File: src/rtl/pc_stack_unit.sv
// Program-sequencing unit: one-hot instruction-phase generator, program counter and hardware
// call/return stack. Define PC_STACK_WRAP_EN for a circular stack that overwrites on overflow.
module pc_stack_unit #(
  parameter int PC_W        = 8,
  parameter int STACK_DEPTH = 8,
  parameter int PHASES      = 4
) (
  input  logic                             clk,
  input  logic                             reset,
  input  logic                             stall,
  input  logic [2:0]                       cmd,
  input  logic [PC_W-1:0]                  target,
  input  logic                             clear_err,
  output logic [PC_W-1:0]                  pc,
  output logic [PHASES-1:0]                phase_en,
  output logic                             cycle_end,
  output logic [$clog2(STACK_DEPTH+1)-1:0] depth,
  output logic                             stack_full,
  output logic                             stack_empty,
  output logic                             overflow,
  output logic                             underflow
);

  localparam int DEPTH_W = $clog2(STACK_DEPTH + 1);
  localparam int PTR_W   = (STACK_DEPTH > 1) ? $clog2(STACK_DEPTH) : 1;

  localparam logic [DEPTH_W-1:0] DEPTH_MAX = DEPTH_W'(STACK_DEPTH);
  localparam logic [PTR_W-1:0]   PTR_LAST  = PTR_W'(STACK_DEPTH - 1);

  typedef enum logic [2:0] {
    CMD_INC    = 3'd0,
    CMD_JUMP   = 3'd1,
    CMD_CALL   = 3'd2,
    CMD_RETURN = 3'd3,
    CMD_SKIP   = 3'd4
  } cmd_e;

  logic [PC_W-1:0]  stack_mem [STACK_DEPTH];
  logic [PTR_W-1:0] wr_ptr;
  logic [PTR_W-1:0] wr_ptr_inc;
  logic [PTR_W-1:0] rd_ptr;
  logic [PC_W-1:0]  top;
  logic [PC_W-1:0]  pc_plus1;
  logic [PC_W-1:0]  pc_plus2;
  logic [PC_W-1:0]  pc_next;
  logic             push;
  logic             pop;
  logic             ovf_set;
  logic             unf_set;

  // wr_ptr always names the slot the next push writes; the top of stack sits just below it.
  assign wr_ptr_inc = (wr_ptr == PTR_LAST) ? '0 : wr_ptr + PTR_W'(1);
  assign rd_ptr     = (wr_ptr == '0) ? PTR_LAST : wr_ptr - PTR_W'(1);
  assign top        = stack_mem[rd_ptr];

  assign pc_plus1    = pc + PC_W'(1);
  assign pc_plus2    = pc + PC_W'(2);
  assign cycle_end   = phase_en[PHASES-1] & ~stall;
  assign stack_full  = (depth == DEPTH_MAX);
  assign stack_empty = (depth == '0);

  // NOTE: every output of this block is given a default first, so no path can infer a latch.
  always_comb begin
    pc_next = pc;
    push    = 1'b0;
    pop     = 1'b0;
    ovf_set = 1'b0;
    unf_set = 1'b0;
    if (cycle_end) begin
      case (cmd)
        CMD_JUMP: pc_next = target;
        CMD_CALL: begin
          pc_next = target;
`ifdef PC_STACK_WRAP_EN
          push = 1'b1;
`else
          if (stack_full) ovf_set = 1'b1;
          else            push    = 1'b1;
`endif
        end
        CMD_RETURN: begin
          if (stack_empty) begin
            pc_next = pc_plus1;
            unf_set = 1'b1;
          end else begin
            pc_next = top;
            pop     = 1'b1;
          end
        end
        CMD_SKIP: pc_next = pc_plus2;
        default:  pc_next = pc_plus1;
      endcase
    end
  end

  // NOTE: state registers use non-blocking assignments so every flop samples pre-edge values.
  always_ff @(posedge clk) begin
    if (reset) begin
      pc        <= '0;
      phase_en  <= PHASES'(1);
      depth     <= '0;
      wr_ptr    <= '0;
      overflow  <= 1'b0;
      underflow <= 1'b0;
    end else begin
      if (!stall) phase_en <= {phase_en[PHASES-2:0], phase_en[PHASES-1]};
      pc <= pc_next;
      if (push) begin
        wr_ptr <= wr_ptr_inc;
        if (!stack_full) depth <= depth + DEPTH_W'(1);
      end else if (pop) begin
        wr_ptr <= rd_ptr;
        depth  <= depth - DEPTH_W'(1);
      end
      // A fresh error on the same edge as clear_err wins.
      overflow  <= (overflow  & ~clear_err) | ovf_set;
      underflow <= (underflow & ~clear_err) | unf_set;
    end
  end

  // NOTE: the stack array has no reset; its contents are meaningless until pushed, so it maps to plain RAM.
  always_ff @(posedge clk) begin
    if (push && !reset) stack_mem[wr_ptr] <= pc_plus1;
  end

`ifndef SYNTHESIS
  a_phase_onehot: assert property (@(posedge clk) disable iff (reset) $onehot(phase_en));
  a_depth_bound:  assert property (@(posedge clk) disable iff (reset) depth <= DEPTH_MAX);
`endif

endmodule
File: config.mk
export PLATFORM = sky130hd
export DESIGN_NAME = pc_stack_unit
export DESIGN_NICKNAME = d
export VERILOG_FILES = /design/src/rtl/pc_stack_unit.sv
export SDC_FILE = /design/constraint.sdc
export NUM_CORES = 1
export LEC_CHECK = 0
export CAP_MARGIN = 30
export CORE_MARGIN = 5
export CORE_UTILIZATION = 25
export DETAILED_ROUTE_END_ITERATION = 16
export PLACE_DENSITY = 0.45
export SYNTH_ARGS = -nofsm -noshare
export SYNTH_HDL_FRONTEND = slang
export SYNTH_SLANG_ARGS = --single-unit
File: constraint.sdc
create_clock -name clk -period 4.1 [get_ports clk]
set_input_delay 0.615 -clock clk [delete_from_list [all_inputs] [get_ports clk]]
set_output_delay 0.615 -clock clk [all_outputs]
set_load 0.005 [all_outputs]
# ---- Word level (Yosys, flattened, before mapping)
# Memory sizes are Yosys's and may differ from the RTL's.
# Index checks and enable logic that the tools add are counted.
dict set report totals {
  n_memories 1
  mem_bits_rw 64
  output_inout_bits 21
  register_bits 21
}
dict set report op_classes {
  eq_ne 7
  bitwise 7
  addsub 6
  muxes 23
  reduce_logical 7
}
# name depth word_bits read_ports rd_clocked_by_memory_dff wr line_no
set memory_table {}
lappend memory_table {stack_mem 8 8 1 0 1 38} ;# logic [PC_W-1:0] stack_mem [STACK_DEPTH];
# cell n
set op_table {}
lappend op_table {{8-bit one-hot mux with 3 select lines} 1}
lappend op_table {{1-bit two-way mux} 14}
lappend op_table {{3-bit two-way mux} 4}
lappend op_table {{4-bit two-way mux} 3}
lappend op_table {{8-bit by 1-bit adder with 8-bit output (second input constant)} 1}
lappend op_table {{8-bit by 2-bit adder with 8-bit output (second input constant)} 1}
lappend op_table {{8-bit two-way mux} 1}
lappend op_table {{3-bit by 2-bit == test with 1-bit output (second input constant)} 2}
lappend op_table {{3-bit == test (second input constant)} 2}
lappend op_table {{4-bit by 1-bit adder with 4-bit output (second input constant)} 1}
lappend op_table {{4-bit == test (second input constant)} 1}
lappend op_table {{4-bit zero test} 1}
lappend op_table {{4-bit by 1-bit subtractor with 4-bit output (second input constant)} 1}
lappend op_table {{3-bit by 1-bit adder with 3-bit output (second input constant)} 1}
lappend op_table {{1-bit bitwise AND} 3}
lappend op_table {{3-bit by 1-bit == test with 1-bit output (second input constant)} 1}
lappend op_table {{3-bit zero test} 1}
lappend op_table {{3-bit by 1-bit subtractor with 3-bit output (second input constant)} 1}
lappend op_table {{2-bit != test (second input constant)} 1}
lappend op_table {{1-bit inverter} 2}
lappend op_table {{1-bit bitwise OR} 2}
lappend op_table {{2-bit AND reduction} 1}
lappend op_table {{2-bit nonzero test} 1}
lappend op_table {{2-bit OR reduction} 1}
lappend op_table {{other kinds (2)} 2}

# ---- Longest topological paths before layout
dict set report logic_depth {
  word_depth 7
  ltp_mapped 12
}

# ---- Worst setup path after synthesis
# Ideal clock, no wire load.
dict set report synth_path {
  kind {input to register}
  startpoint {input port stall}
  endpoint {memory stack_mem[0][0] (enable)}
  cell_stages 7
  setup_slack_ns 1.280
  setup_time_ns 0.398
  arrival_ns 2.423
  required_ns 3.702
  n_path_buf 1
  path_cell_list {clkbuf_1 -> nand2b_1 -> inv_1 -> nand2_1 -> nor3_2 -> inv_2 -> nor4b_1}
}
dict set report synth_between {
  elab_chain_cells 6
}
# element line_no
set synth_rtl {}
lappend synth_rtl {{start, declared} 10} ;# input logic stall,
lappend synth_rtl {{1-bit inverter} 58} ;# assign cycle_end = phase_en[PHASES-1] & ~stall;
lappend synth_rtl {{1-bit bitwise AND} 58}
lappend synth_rtl {{1-bit two-way mux} 69} ;# if (cycle_end) begin
lappend synth_rtl {{1-bit logical AND} 123} ;# if (push && !reset) stack_mem[wr_ptr] <= pc_plus1;
lappend synth_rtl {{1-bit two-way mux} 123}
lappend synth_rtl {{1-bit two-way mux (not written as such)} 123}
lappend synth_rtl {{end, declared} 38}
# Every way passes these cells.

# ---- Final worst setup path
dict set report layout_path {
  startpoint {input port cmd[1]}
  endpoint {register depth[3]}
}
dict set report layout_between {
  elab_chain_cells 5
  word_cells_on_any_way 10
}
# element line_no
set layout_rtl {}
lappend layout_rtl {{start, declared} 11} ;# input logic [2:0] cmd,
lappend layout_rtl {{3-bit by 2-bit == test with 1-bit output} 70} ;# case (cmd)
lappend layout_rtl {{1-bit two-way mux} 70}
lappend layout_rtl {{1-bit two-way mux} 69}
lappend layout_rtl {{2-bit != test (no line) / 2-bit nonzero test (equally long branches)} n/a}
lappend layout_rtl {{2-bit AND reduction (no line)} n/a}
lappend layout_rtl {{end signal, assigned} 110} ;# if (!stack_full) depth <= depth + DEPTH_W'(1);
lappend layout_rtl {{end signal, assigned} 113} ;# depth <= depth - DEPTH_W'(1);
lappend layout_rtl {{end, declared} 17} ;# output logic [$clog2(STACK_DEPTH+1)-1:0] depth,
# Several ways; a longest one is shown, not always the timed one.
# A chain may end at the register's enable or synchronous reset.

==> metrics.cfg <==
[final_layout]
drive_gt1_share_pct=12.4
fillers=1571
postLayoutCoreUtil_pct=31.0
num_antenna_cells=0
layout.nets=374
syn_to_final_growth_pct=22.8

[pwr]
clockPowerShare_pct=43.2
ir_drop_mv=0.184
p_sw_mw=0.379
p_per_area_nw_per_um2=357
power_leakage_nw=1.69
p_seq_share_pct=52.9
p_total_mw=1.74
combPwrFrac_pct=3.8
internal_power_mw=1.36
p_sw_share_pct=21.7

[worst_hold_path]
hold_path_end=underflow
whs_path_depth=2
hold_class=reg2reg
worstHoldStart=underflow

[cts]
cts-resized-gates=0
hold_buffers=0
cts-root-buf=clkbuf_16
cts_buffer_depth=2
cts_inserted_buffers=9
insertion_delay_ps=340
postCtsSetupBuffers=0
cts_max_level=3
clk_pin_slew_ps=60
cts_tree=yes
cts.sinks=85

[routing]
postRouteAntennaNets=0
drt_first_pass_iters=4
viasPerCell=4.61
drt-total-wl_um=10100
wl_per_cell_um=17.8
dr_total_vias=2630
drc_errors=0
drt_iter0_markers=176

[yosys]
synth_top_cell_area_share_pct=48.4
synth-edff-count=64
ys_types=44
yosys_warnings=0
ys.flop_type=edfxtp_1
synthCells=311
synth-seq-cells=85
synth.area.top_cells=edfxtp_1, dfxtp_1, mux2i_1
synthArstFlopShare_pct=0
synth_most_common_cell=edfxtp_1
syn_nets=335
yosys-top-cells-count=edfxtp_1, nor2_1, mux2i_1
syn-cell-area_um2=3970
yosysSeqAreaShare_pct=59.0
synth_top_area_cell=edfxtp_1
syn_area_per_cell_um2=12.8

[timing]
final_max_slew_viol_count=0
setup_viol=0
skew_ps=6.06
post-route-period-util_pct=77.4
period_needed_ps=3170
max_clock_freq_mhz=315
setup-tns-final_ps=0
rsz0062_at_grt=no
max_slew.worst_pin.slew_ps=856
hold_viol=0
timing.slew.headroom_pct=42.5

[global_route]
grt_pass1_vias=2682
overflow=0
grt_use_total_pct=11.5
grt_pass1_wl_um=15900
antenna_found_initial=0
grt_max_degree=26

[floorplanning]
start_util_pct=25.3
die_w_um=136
ios=36
num_rows=46
die_h_um=136
dieArea_um2=18500
coreArea_um2=15700

[setup_path]
critPathKind=in2reg
crit_chain=clkdlybuf4s50_1 -> and2b_1 -> nand2_1 -> nor3_2 -> inv_2 -> ha_1 -> a21o_1 -> a21oi_1 -> mux2i_1 -> xnor2_1 -> nor2_1
critical_path_buf_inv_count=2
crit_path_start_kind=input pin
required_ps=4310
worst_path_dominant_cell_family=buffers and inverters
rr_startpoint=wr_ptr[0]
r2r_end=pc[0]
reg2reg_depth=7
crit_slowest_cell=clkdlybuf4s50_1
rrSetupSlack_ps=1470
critPathMaxFanout=13
end_kind=flop
max_stage_delay_ps=740
crit_arrival_ps=3380

[run]
drv_cap=0

[place]
dp_hpwl_um=6930
io_buffer_count=35
gp_congestion=0.789

[outcome]
status=complete, no violations

logic make-up (layout without fill, tap and decap cells):
logic type | Yosys count | after routing | synth area share (%)
AO/OA/AOI/OAI | 53 | 53 | 9.99
adder cells (fa/ha/maj) | 9 | 9 | 3.03
buffers and inverters | 27 | 71 | 3.09
multiplexers | 31 | 31 | 10.0
AND/OR/NAND/NOR | 90 | 90 | 11.3
flip-flops | 85 | 85 | 59.0
XOR/XNOR | 16 | 16 | 3.53
cell usage in the layout, fill, tap and decap left out, types with 6 or more instances in the layout:
cell type / instances
o21ai_0: 6
a311oi_1: 6
xnor2_1: 10
nor2b_1: 8
nand2b_1: 6
mux2i_1: 24
nand2_1: 20
inv_1: 6
clkbuf_16: 9
edfxtp_1: 64
xor2_1: 6
ha_1: 8
mux4_2: 7
nor2_1: 27
clkdlybuf4s50_1: 35
a21oi_1: 13
a221oi_1: 9
buf_4: 12
nor3_1: 8
dfxtp_1: 21
routing by layer:
metal,wire length [um],track usage (%)
met4,172,4.37
met5,0,0
met3,565,2.96
met2,4490,17.2
met1,4920,16.1
metrics by stage:
stage	area, um2	setup slack, ps	cells	hold WS (ps)
CTS	4880	927	571	483
global placement	4600	659	555	472
detailed placement	4600	582	555	474
finish	4880	927	571	479
floorplan	3970	1280	311	466
global route	4880	660	571	516
flip-flops by register name, summed over array words and instances, names as in the netlist:
| register | cells |
|---|---|
| depth | 4 |
| stack_mem | 64 |
| phase_en | 4 |
| pc | 8 |
| underflow | 1 |
| wr_ptr | 3 |
| overflow | 1 |
cell type report:
class	instances	area [um2]	share of cell area, %
tap	216	270	5.54
multi-input combinational	199	1520	31.1
clock buffer	10	229	4.69
inverter	8	31.3	0.641
sequential	85	2340	48.0
clock inverter	6	46.3	0.949
timing repair buffer	47	440	9.03
worst reg2reg max path, delay by kind of cell (launching register included):
kind	cells	cell delay [ps]
buf+inv	1	80
compound gates	2	460
simple gates	2	630
flops	1	530
fa+ha+maj	2	820
worst max-delay path by stage:
| stage | start | end | slack, ps | cells after the start |
|---|---|---|---|---|
| 6_report | cmd[1] | depth[3] | 930 | 11 |
| 5_1_grt | cmd[1] | depth[3] | 660 | 11 |
| 4_1_cts | cmd[1] | depth[3] | 930 | 11 |
| 3_5_place_dp | cmd[1] | depth[3] | 580 | 11 |
| 3_3_place_gp | cmd[1] | depth[3] | 660 | 11 |
| 2_1_floorplan | stall | stack_mem[0][0] | 1280 | 7 |
power groups by stage:
stage | clock, mW | sequential, mW | combinational, mW
finish | 0.754 | 0.923 | 0.0663
global route | 0.820 | 0.923 | 0.0721
CTS | 0.782 | 0.923 | 0.0665
detailed placement | 0 | 0.942 | 0.0658
global placement | 0 | 0.942 | 0.0656
floorplan | 0 | 0.941 | 0.0351
Power figures use the tool's default switching activity.
